[src/rtl/stat_pkg.sv]
// Shared constants for the pet stat register file: opcodes, stat indices
// and the default geometry of the stat file.
package stat_pkg;

  localparam int STAT_VW    = 3;
  localparam int STAT_NSTAT = 5;

  localparam logic [1:0] OP_DEC      = 2'b00;
  localparam logic [1:0] OP_INC      = 2'b01;
  localparam logic [1:0] OP_CLEAR    = 2'b10;
  localparam logic [1:0] OP_LOAD_MAX = 2'b11;

  localparam logic [2:0] STAT_FOOD   = 3'd0;
  localparam logic [2:0] STAT_SLEEP  = 3'd1;
  localparam logic [2:0] STAT_FUN    = 3'd2;
  localparam logic [2:0] STAT_HAPPY  = 3'd3;
  localparam logic [2:0] STAT_HEALTH = 3'd4;

endpackage

[src/rtl/stat_update_arbiter_rr.sv]
// Round-robin arbiter: one-hot grant searched from a rotating pointer.
// The pointer moves past the winner only when the grant is actually taken.
module rr_arbiter #(
  parameter int NREQ = 4,
  localparam int PW  = (NREQ > 1) ? $clog2(NREQ) : 1
) (
  input  logic            clk,
  input  logic            rst,
  input  logic [NREQ-1:0] i_req,
  input  logic            i_advance,
  output logic [NREQ-1:0] o_gnt,
  output logic [PW-1:0]   o_gntIdx,
  output logic            o_found
);

  logic [PW-1:0] r_ptr;

  // Pick the first asserted request at or after the pointer, wrapping around.
  always_comb begin
    int idx;
    o_gnt    = '0;
    o_gntIdx = '0;
    o_found  = 1'b0;
    idx      = 0;
    for (int i = 0; i < NREQ; i++) begin
      idx = int'(r_ptr) + i;
      if (idx >= NREQ) idx = idx - NREQ;
      if (!o_found && i_req[idx]) begin
        o_gnt[idx] = 1'b1;
        o_gntIdx   = PW'(idx);
        o_found    = 1'b1;
      end
    end
  end

  // Advance the pointer to one past the winner after each accepted grant.
  always_ff @(posedge clk) begin
    if (!rst) begin
      r_ptr <= '0;
    end else if (i_advance) begin
      if (int'(o_gntIdx) == NREQ - 1) r_ptr <= '0;
      else                            r_ptr <= o_gntIdx + PW'(1);
    end
  end

endmodule

[src/rtl/stat_update_arbiter.sv]
// Central owner of the pet stats: serializes update requests from several
// requesters onto one stat file with saturating arithmetic.
module stat_update_arbiter
  import stat_pkg::*;
#(
  parameter int NREQ       = 4,
  parameter int NSTAT      = STAT_NSTAT,
  parameter int VW         = STAT_VW,
  parameter int INIT_VALUE = 7
) (
  input  logic                clk,
  input  logic                rst,
  input  logic [NREQ-1:0]     req_valid,
  input  logic [3*NREQ-1:0]   req_stat,
  input  logic [2*NREQ-1:0]   req_op,
  output logic [NREQ-1:0]     req_ready,
  output logic [VW*NSTAT-1:0] stat_values,
  output logic                upd_valid,
  output logic [2:0]          upd_stat,
  output logic [2:0]          upd_src,
  output logic                err_pulse
);

  localparam int PW = (NREQ > 1) ? $clog2(NREQ) : 1;
  localparam logic [VW-1:0] MAXV  = {VW{1'b1}};
  localparam logic [VW-1:0] INITV = VW'(INIT_VALUE);

  logic [VW-1:0]   r_stats [NSTAT];
  logic [NREQ-1:0] w_gnt;
  logic [PW-1:0]   w_gntIdx;
  logic            w_found;
  logic            w_xfer;
  logic [2:0]      w_selStat;
  logic [1:0]      w_selOp;
  logic            w_badIdx;
  logic [VW-1:0]   w_old;
  logic [VW-1:0]   w_new;

  rr_arbiter #(.NREQ(NREQ)) u_rr (
    .clk       (clk),
    .rst       (rst),
    .i_req     (req_valid),
    .i_advance (w_xfer),
    .o_gnt     (w_gnt),
    .o_gntIdx  (w_gntIdx),
    .o_found   (w_found)
  );

  assign req_ready = rst ? w_gnt : '0;
  assign w_xfer    = rst & w_found;
  assign w_selStat = req_stat[3*int'(w_gntIdx) +: 3];
  assign w_selOp   = req_op[2*int'(w_gntIdx) +: 2];
  assign w_badIdx  = (int'(w_selStat) >= NSTAT);

  // Read the current value of the granted stat and compute its saturated successor.
  always_comb begin
    w_old = '0;
    for (int k = 0; k < NSTAT; k++) begin
      if (int'(w_selStat) == k) w_old = r_stats[k];
    end
    unique case (w_selOp)
      OP_DEC:   w_new = (w_old == '0)   ? w_old : w_old - VW'(1);
      OP_INC:   w_new = (w_old == MAXV) ? w_old : w_old + VW'(1);
      OP_CLEAR: w_new = '0;
      default:  w_new = MAXV;
    endcase
  end

  // Commit the accepted request and raise the one-cycle change/error pulses.
  always_ff @(posedge clk) begin
    if (!rst) begin
      for (int k = 0; k < NSTAT; k++) r_stats[k] <= INITV;
      upd_valid <= 1'b0;
      upd_stat  <= '0;
      upd_src   <= '0;
      err_pulse <= 1'b0;
    end else begin
      upd_valid <= 1'b0;
      err_pulse <= 1'b0;
      if (w_xfer) begin
        if (w_badIdx) begin
          err_pulse <= 1'b1;
        end else if (w_new != w_old) begin
          for (int k = 0; k < NSTAT; k++) begin
            if (int'(w_selStat) == k) r_stats[k] <= w_new;
          end
          upd_valid <= 1'b1;
          upd_stat  <= w_selStat;
          upd_src   <= 3'(w_gntIdx);
        end
      end
    end
  end

  // Flatten the stat file onto the output bus.
  always_comb begin
    stat_values = '0;
    for (int k = 0; k < NSTAT; k++) stat_values[VW*k +: VW] = r_stats[k];
  end

endmodule

[config.mk]
export PLATFORM = sky130hd
export DESIGN_NAME = stat_update_arbiter
export DESIGN_NICKNAME = d
export VERILOG_FILES = /design/src/rtl/stat_pkg.sv /design/src/rtl/stat_update_arbiter_rr.sv /design/src/rtl/stat_update_arbiter.sv
export SDC_FILE = /design/constraint.sdc
export NUM_CORES = 1
export LEC_CHECK = 0
export ABC_AREA = 1
export CAP_MARGIN = 20
export CORE_UTILIZATION = 45
export DETAILED_ROUTE_END_ITERATION = 6
export PLACE_DENSITY_LB_ADDON = 0.12
export SYNTH_ARGS = -nofsm -noshare
export SYNTH_HDL_FRONTEND = slang
export SYNTH_HIERARCHICAL = 1
export SYNTH_SLANG_ARGS = --single-unit
[constraint.sdc]
create_clock -name clk -period 10.3 [get_ports clk]
set_clock_uncertainty 0.05 [all_clocks]
set_input_delay 2.06 -clock clk [delete_from_list [all_inputs] [get_ports clk]]
set_output_delay 2.06 -clock clk [all_outputs]
set_load 0.03 [all_outputs]
======== Word level (Yosys, flattened, before mapping) ========
Memories as Yosys holds them, arrays and structs flattened.
Index checks and enable logic that the tools add are counted.
storage, ports and cells
  ROM bits ................................ 0
  register bits after elaboration ......... 9
  memories kept ........................... 1
  bits in latches ......................... 0
  RAM bits ................................ 15
  bits of input ports ..................... 26
  output and inout port bits .............. 27
  logic and storage cells ................. 153
cells by class
  $mul .................................... 1
  muxes and demuxes ....................... 84
  reduce and logical (&&, ||, !) cells .... 16
  add/sub/neg operators ................... 10
  order comparisons ....................... 13
  bitwise gates (word level) .............. 12
  shift-type cells ........................ 2
  divide/modulo/power cells ............... 0
  equal/unequal tests ..................... 9
memories
  name     depth  width  read ports  clocked after Yosys merged registers in  write ports  RTL line                   RTL
  r_stats  5      3      5           0                                        5            stat_update_arbiter.sv:28  logic [VW-1:0] r_stats [NSTAT];
operators by type and width
  kind                                                          number
  >= comparator 32 x 1 -> 1 bit (second input constant)         4
  less-than comparator 32 x 4 -> 1 bit (second input constant)  4
  two-way mux 32 bit                                            4
  >= comparator 32 x 4 -> 1 bit (second input constant)         3
  subtractor 32 x 4 -> 32 bit (second input constant)           3
  two-way mux 1 bit                                             49
  two-way mux 3 bit                                             12
  two-way mux 4 bit                                             5
  equality test 3 bit (second input constant)                   4
  OR 4 bit                                                      3
  indexed part select 12 x 5 -> 3 bit                           1
  two-way mux 2 bit                                             5
  case mux 3 bit (3 select lines)                               1
  binary-select mux 1 bit (select 2 bit)                        4
  demux 1 bit (select 2 bit)                                    4
  indexed part select 8 x 4 -> 2 bit                            1
  logical AND 1 bit                                             7
  adder 2 x 2 -> 3 bit (second input constant)                  2
  logical NOT 3 bit                                             2
  OR 1 bit                                                      5
  equality test 2 x 1 -> 1 bit (second input constant)          2
  multiplier 2 x 2 -> 4 bit (first input constant)              1
  subtractor 2 x 3 -> 4 bit (second input constant)             1
  adder 2 x 1 -> 3 bit (second input constant)                  1
  15 further kinds                                              19

======== Longest topological paths before layout ========
  depth in word-level cells ............... 33
  depth in mapped cells ................... 33
  mapped depth without buffers ............ 32

======== Modules after synthesis ========
The synthesis kept the hierarchy.
modules (own cells, without submodules)
  module               times used  area each (sq um)  cells an instance  sequential area each (sq um)
  stat_update_arbiter  1           1599.0             202                590.6
  rr_arbiter           1           619.3              98                 40.0

======== Worst setup path after synthesis ========
OpenSTA, ideal clock, no wires.
  path type ............................... input to register
  from .................................... in req_valid[3]
  to ...................................... mem r_stats[0][0] (netlist name), enable pin
  library setup time ...................... 0.344 ns
  arrival ................................. 4.879 ns
  cell stages on the path ................. 27
  setup slack ............................. 5.027 ns
  path buffers ............................ 1
  required time ........................... 9.906 ns
  cell sequence ........................... inv_1 > nand2_1 > nand3_2 > nand2_4 > inv_4 > nand3_4 > nand2_2 > nand2_2 > nand2_2 > inv_2 > buf_6 > nand2_2 > nand3_1 > nand2_2 > nand2_2 > inv_2 > nand3_1 > nand3_1 > nand3b_1 > ha_1 > o31ai_4 > nand2_1 > nand2_1 > nand2_2 > nand3_4 > nand3_1 > o21ai_0
RTL lines
  element          RTL line                   RTL
  start, declared  stat_update_arbiter.sv:13  input logic [NREQ-1:0] req_valid,
  end, declared    stat_update_arbiter.sv:28

======== Worst setup path in the final report ========
  from .................................... in req_valid[3]
  to ...................................... out req_ready[3]
between the ends
  cells in the longest elaborated chain, start to end .. 14
  elaborated cells on any way between the ends .. 29
  those cells by class .................... mux (20); bitwise (3); reduce/logical (6)
ends and longest elaborated chain
  element                                               RTL line                      RTL
  binary-select mux 1 bit (select 2 bit)                stat_update_arbiter_rr.sv:28  if (!o_found && i_req[idx]) begin
  two-way mux 1 bit (implied by the code) (2 in a row)  stat_update_arbiter_rr.sv:28
  two-way mux 1 bit                                     stat_update_arbiter_rr.sv:28
  logical NOT 1 bit                                     stat_update_arbiter_rr.sv:28
  logical AND 1 bit                                     stat_update_arbiter_rr.sv:28
  two-way mux 1 bit                                     stat_update_arbiter_rr.sv:28
  logical NOT 1 bit                                     stat_update_arbiter_rr.sv:28
  logical AND 1 bit                                     stat_update_arbiter_rr.sv:28
  two-way mux 1 bit                                     stat_update_arbiter_rr.sv:28
  logical NOT 1 bit                                     stat_update_arbiter_rr.sv:28
  logical AND 1 bit                                     stat_update_arbiter_rr.sv:28
  two-way mux 4 bit (*)                                 stat_update_arbiter_rr.sv:28
  net w_gnt[3]                                          stat_update_arbiter.sv:29     logic [NREQ-1:0] w_gnt;
  two-way mux 4 bit (*)                                 stat_update_arbiter.sv:49     assign req_ready = rst ? w_gnt : '0;
  end, declared                                         stat_update_arbiter.sv:16     output logic [NREQ-1:0] req_ready,
The timed path passes the listed nets; every way through them passes the cells marked *. The select of a mux whose other input is x is not followed.

==> impl_metrics.json <==
{
  "status": "complete, but fails checks",
  "violations": "DRC",
  "path_class": "input port to primary output",
  "rows": 25,
  "initial_core_util": 0.4697,
  "grt.total_usage": 0.2084,
  "numCtsBuffers": 3,
  "grt_overflow": 0,
  "grt_pass1_vias": 1907,
  "numPortBuffers": 51,
  "hp-class": "register to register",
  "critPathCaptureType": "primary output",
  "post-route-drc-count": 1,
  "cts_hold_buf": 0,
  "num_antenna_cells": 0,
  "fin_cells": 417,
  "cp_max_fo": 7,
  "tightest_slew_ps": 585.0,
  "setup_violations": 0,
  "relSlewSlack": 0.6088,
  "clkLatencyLatePin_ps": 270,
  "crit_arrival_ps": 4250,
  "drive_gt1_frac": 0.1943,
  "die_w_um": 72.21,
  "cts_setup_buffers": 0,
  "first_pass_iters": 6,
  "synthToLayoutAreaGrowth_pct": 27.98,
  "via_per_inst": 5.038,
  "required_ps": 8190,
  "fin_tns_setup_ps": 0,
  "yosysSeqAreaShare": 0.2843,
  "finalMaxSlewViolations": 0,
  "cap_violations": 0,
  "ctsResizeCount": 0,
  "final_nets": 388,
  "synth.net_count": 337,
  "netlist_area_um2": 2218,
  "cts_sinks": 24,
  "yosys_warnings": 6,
  "grt_max_degree": 17,
  "htreeDepth": 1,
  "wire_per_inst_um": 12.54,
  "cts-root-buf": "clkbuf_8",
  "placed_area_um2": 2768,
  "rsz0062_at_grt": "no",
  "die_h_um": 72.21,
  "synth-seq-cells": 24,
  "vias": 2101,
  "drt_iter0_markers": 129,
  "cp-start-kind": "input port",
  "synth_area_per_cell_um2": 7.395,
  "min_period_ps": 6355,
  "clk_pin_slew_ps": 90,
  "postLayoutCellArea_um2": 2839,
  "dp_hpwl_um": 4176,
  "fillerInstances": 435,
  "min_period_over_period": 0.6170,
  "ys_types": 33,
  "hold_viol_final": 0,
  "core-area_um2": 4723,
  "tritoncts": "built",
  "grt_pass1_wl_um": 8604,
  "io_pins": 53,
  "drtAntennaViolNets": 0,
  "gp_congestion": 0.9544,
  "post_synth_inst_count": 300,
  "max_freq_mhz": 157.3,
  "placedCellCount": 413,
  "antenna_found_initial": 0,
  "routed_wl_um": 5230,
  "cts_buffer_depth": 2,
  "die_area_um2": 5214
}
==> synth_stat cells <==
library cell  count  share of area
a21oi_1           5          0.011
nand2_1          84           0.14
inv_1            35          0.059
nand2_4           6          0.030
nor2_4            4          0.020
a32oi_1           2         0.0079
nand3_4           3          0.024
inv_4             2         0.0056
a22oi_1           2         0.0068
nand3_2          10          0.045
nand3b_1          2         0.0068
edfxtp_1         15           0.20
ha_1             11          0.062
o31ai_4           1         0.0096
nor2_2            7          0.020
o221ai_1          2         0.0079
dfxtp_1           9          0.081
o21ai_4           1         0.0073
inv_2             6          0.010
or2_1             1         0.0028
conb_1            1         0.0017
buf_4             1         0.0034
nor3_1            2         0.0045
o2111ai_1         1         0.0039
nand3_1          33          0.074
nor2_1           12          0.020
buf_6             3          0.015
clkbuf_1          1         0.0017
a21oi_2           2         0.0079
xor2_2            1         0.0073
nand2_2          21          0.059
nand4_1          10          0.028
o21ai_0           4         0.0090
==> area by class of cell <==
class | count | area, um^2 | share of cell area
well taps | 67 | 83.83 | 0.02953
repair buffers | 51 | 510.5 | 0.1798
multi-input cells | 228 | 1376 | 0.4848
clock inverters | 1 | 30.03 | 0.01058
clock buffers | 3 | 41.29 | 0.01454
inverters | 43 | 166.4 | 0.05862
flip-flops and latches | 24 | 630.6 | 0.2221
==> worst max-delay path, cell delays in order <==
cell and delay (ps):
clkdlybuf4s50_1 430, inv_1 60, nand2_1 80, nand3_2 130, nand2_4 90, inv_4 90
nand3_2 100, inv_1 120, nand2_2 80, o21ai_0 180, nand2_1 70, inv_1 70
clkdlybuf4s50_1 660
==> per-stage QoR <==
stage          hold WS [ps]  setup slack, ps  utilization
3_3_place_gp          411.3             3939       0.5860
3_5_place_dp          413.8             3865       0.5860
6_report              430.0             3945       0.6011
5_1_grt               449.4             3660       0.6011
4_1_cts               429.3             3949       0.6011
2_1_floorplan         542.7             5027            -
==> worst paths after layout <==
path | cells after the start | end | start | slack, ps
max | 13 | req_ready[3] | req_valid[3] | 3940
min | 2 | upd_stat[0]$_SDFFE_PN0P_ | upd_stat[0]$_SDFFE_PN0P_ | 430
max reg2reg | 27 | r_stats[0][6]$_DFFE_PP_ | u_rr/r_ptr[1]$_SDFFE_PN0P_ | 5260
min reg2reg | 2 | upd_stat[0]$_SDFFE_PN0P_ | upd_stat[0]$_SDFFE_PN0P_ | 430
==> state kept, by name, summed over array words and instances (netlist names), named ones only <==
signal,count
upd_stat,3
upd_src,2
upd_valid,1
u_rr/r_ptr,1
err_pulse,1
r_stats,15
==> per-layer routing <==
metal  global-route usage  part of all wire  wire length, um
met5                    0                 0                0
met4              0.04793            0.0092               48
met3              0.02917             0.046              242
met2               0.3551              0.47             2483
met1               0.2801              0.47             2455
==> cell usage in the layout, fill, tap and decap left out, types with 9 or more instances in the layout <==
| cell | count |
|---|---|
| dfxtp_1 | 9 |
| edfxtp_1 | 15 |
| nand4_1 | 10 |
| clkdlybuf4s50_1 | 51 |
| nand3_1 | 33 |
| ha_1 | 11 |
| inv_1 | 35 |
| nand2_2 | 21 |
| nand3_2 | 10 |
| nand2_1 | 84 |
| nor2_1 | 12 |
==> kinds of logic (layout without fill, tap and decap cells) <==
logic type	count (synthesis)	after routing	share of synthesized area
AO/OA/AOI/OAI	20	20	0.07163
XOR/XNOR	1	1	0.007334
adder cells (fa/ha/maj)	11	11	0.06204
buffers and inverters	48	98	0.09532
flip-flops	24	24	0.2843
other	1	1	0.001690
AND/OR/NAND/NOR	195	195	0.4777
Power is left out: the tool's default activity adds up to more than one toggle a clock period on the data nets, which glitch-free logic cannot reach.
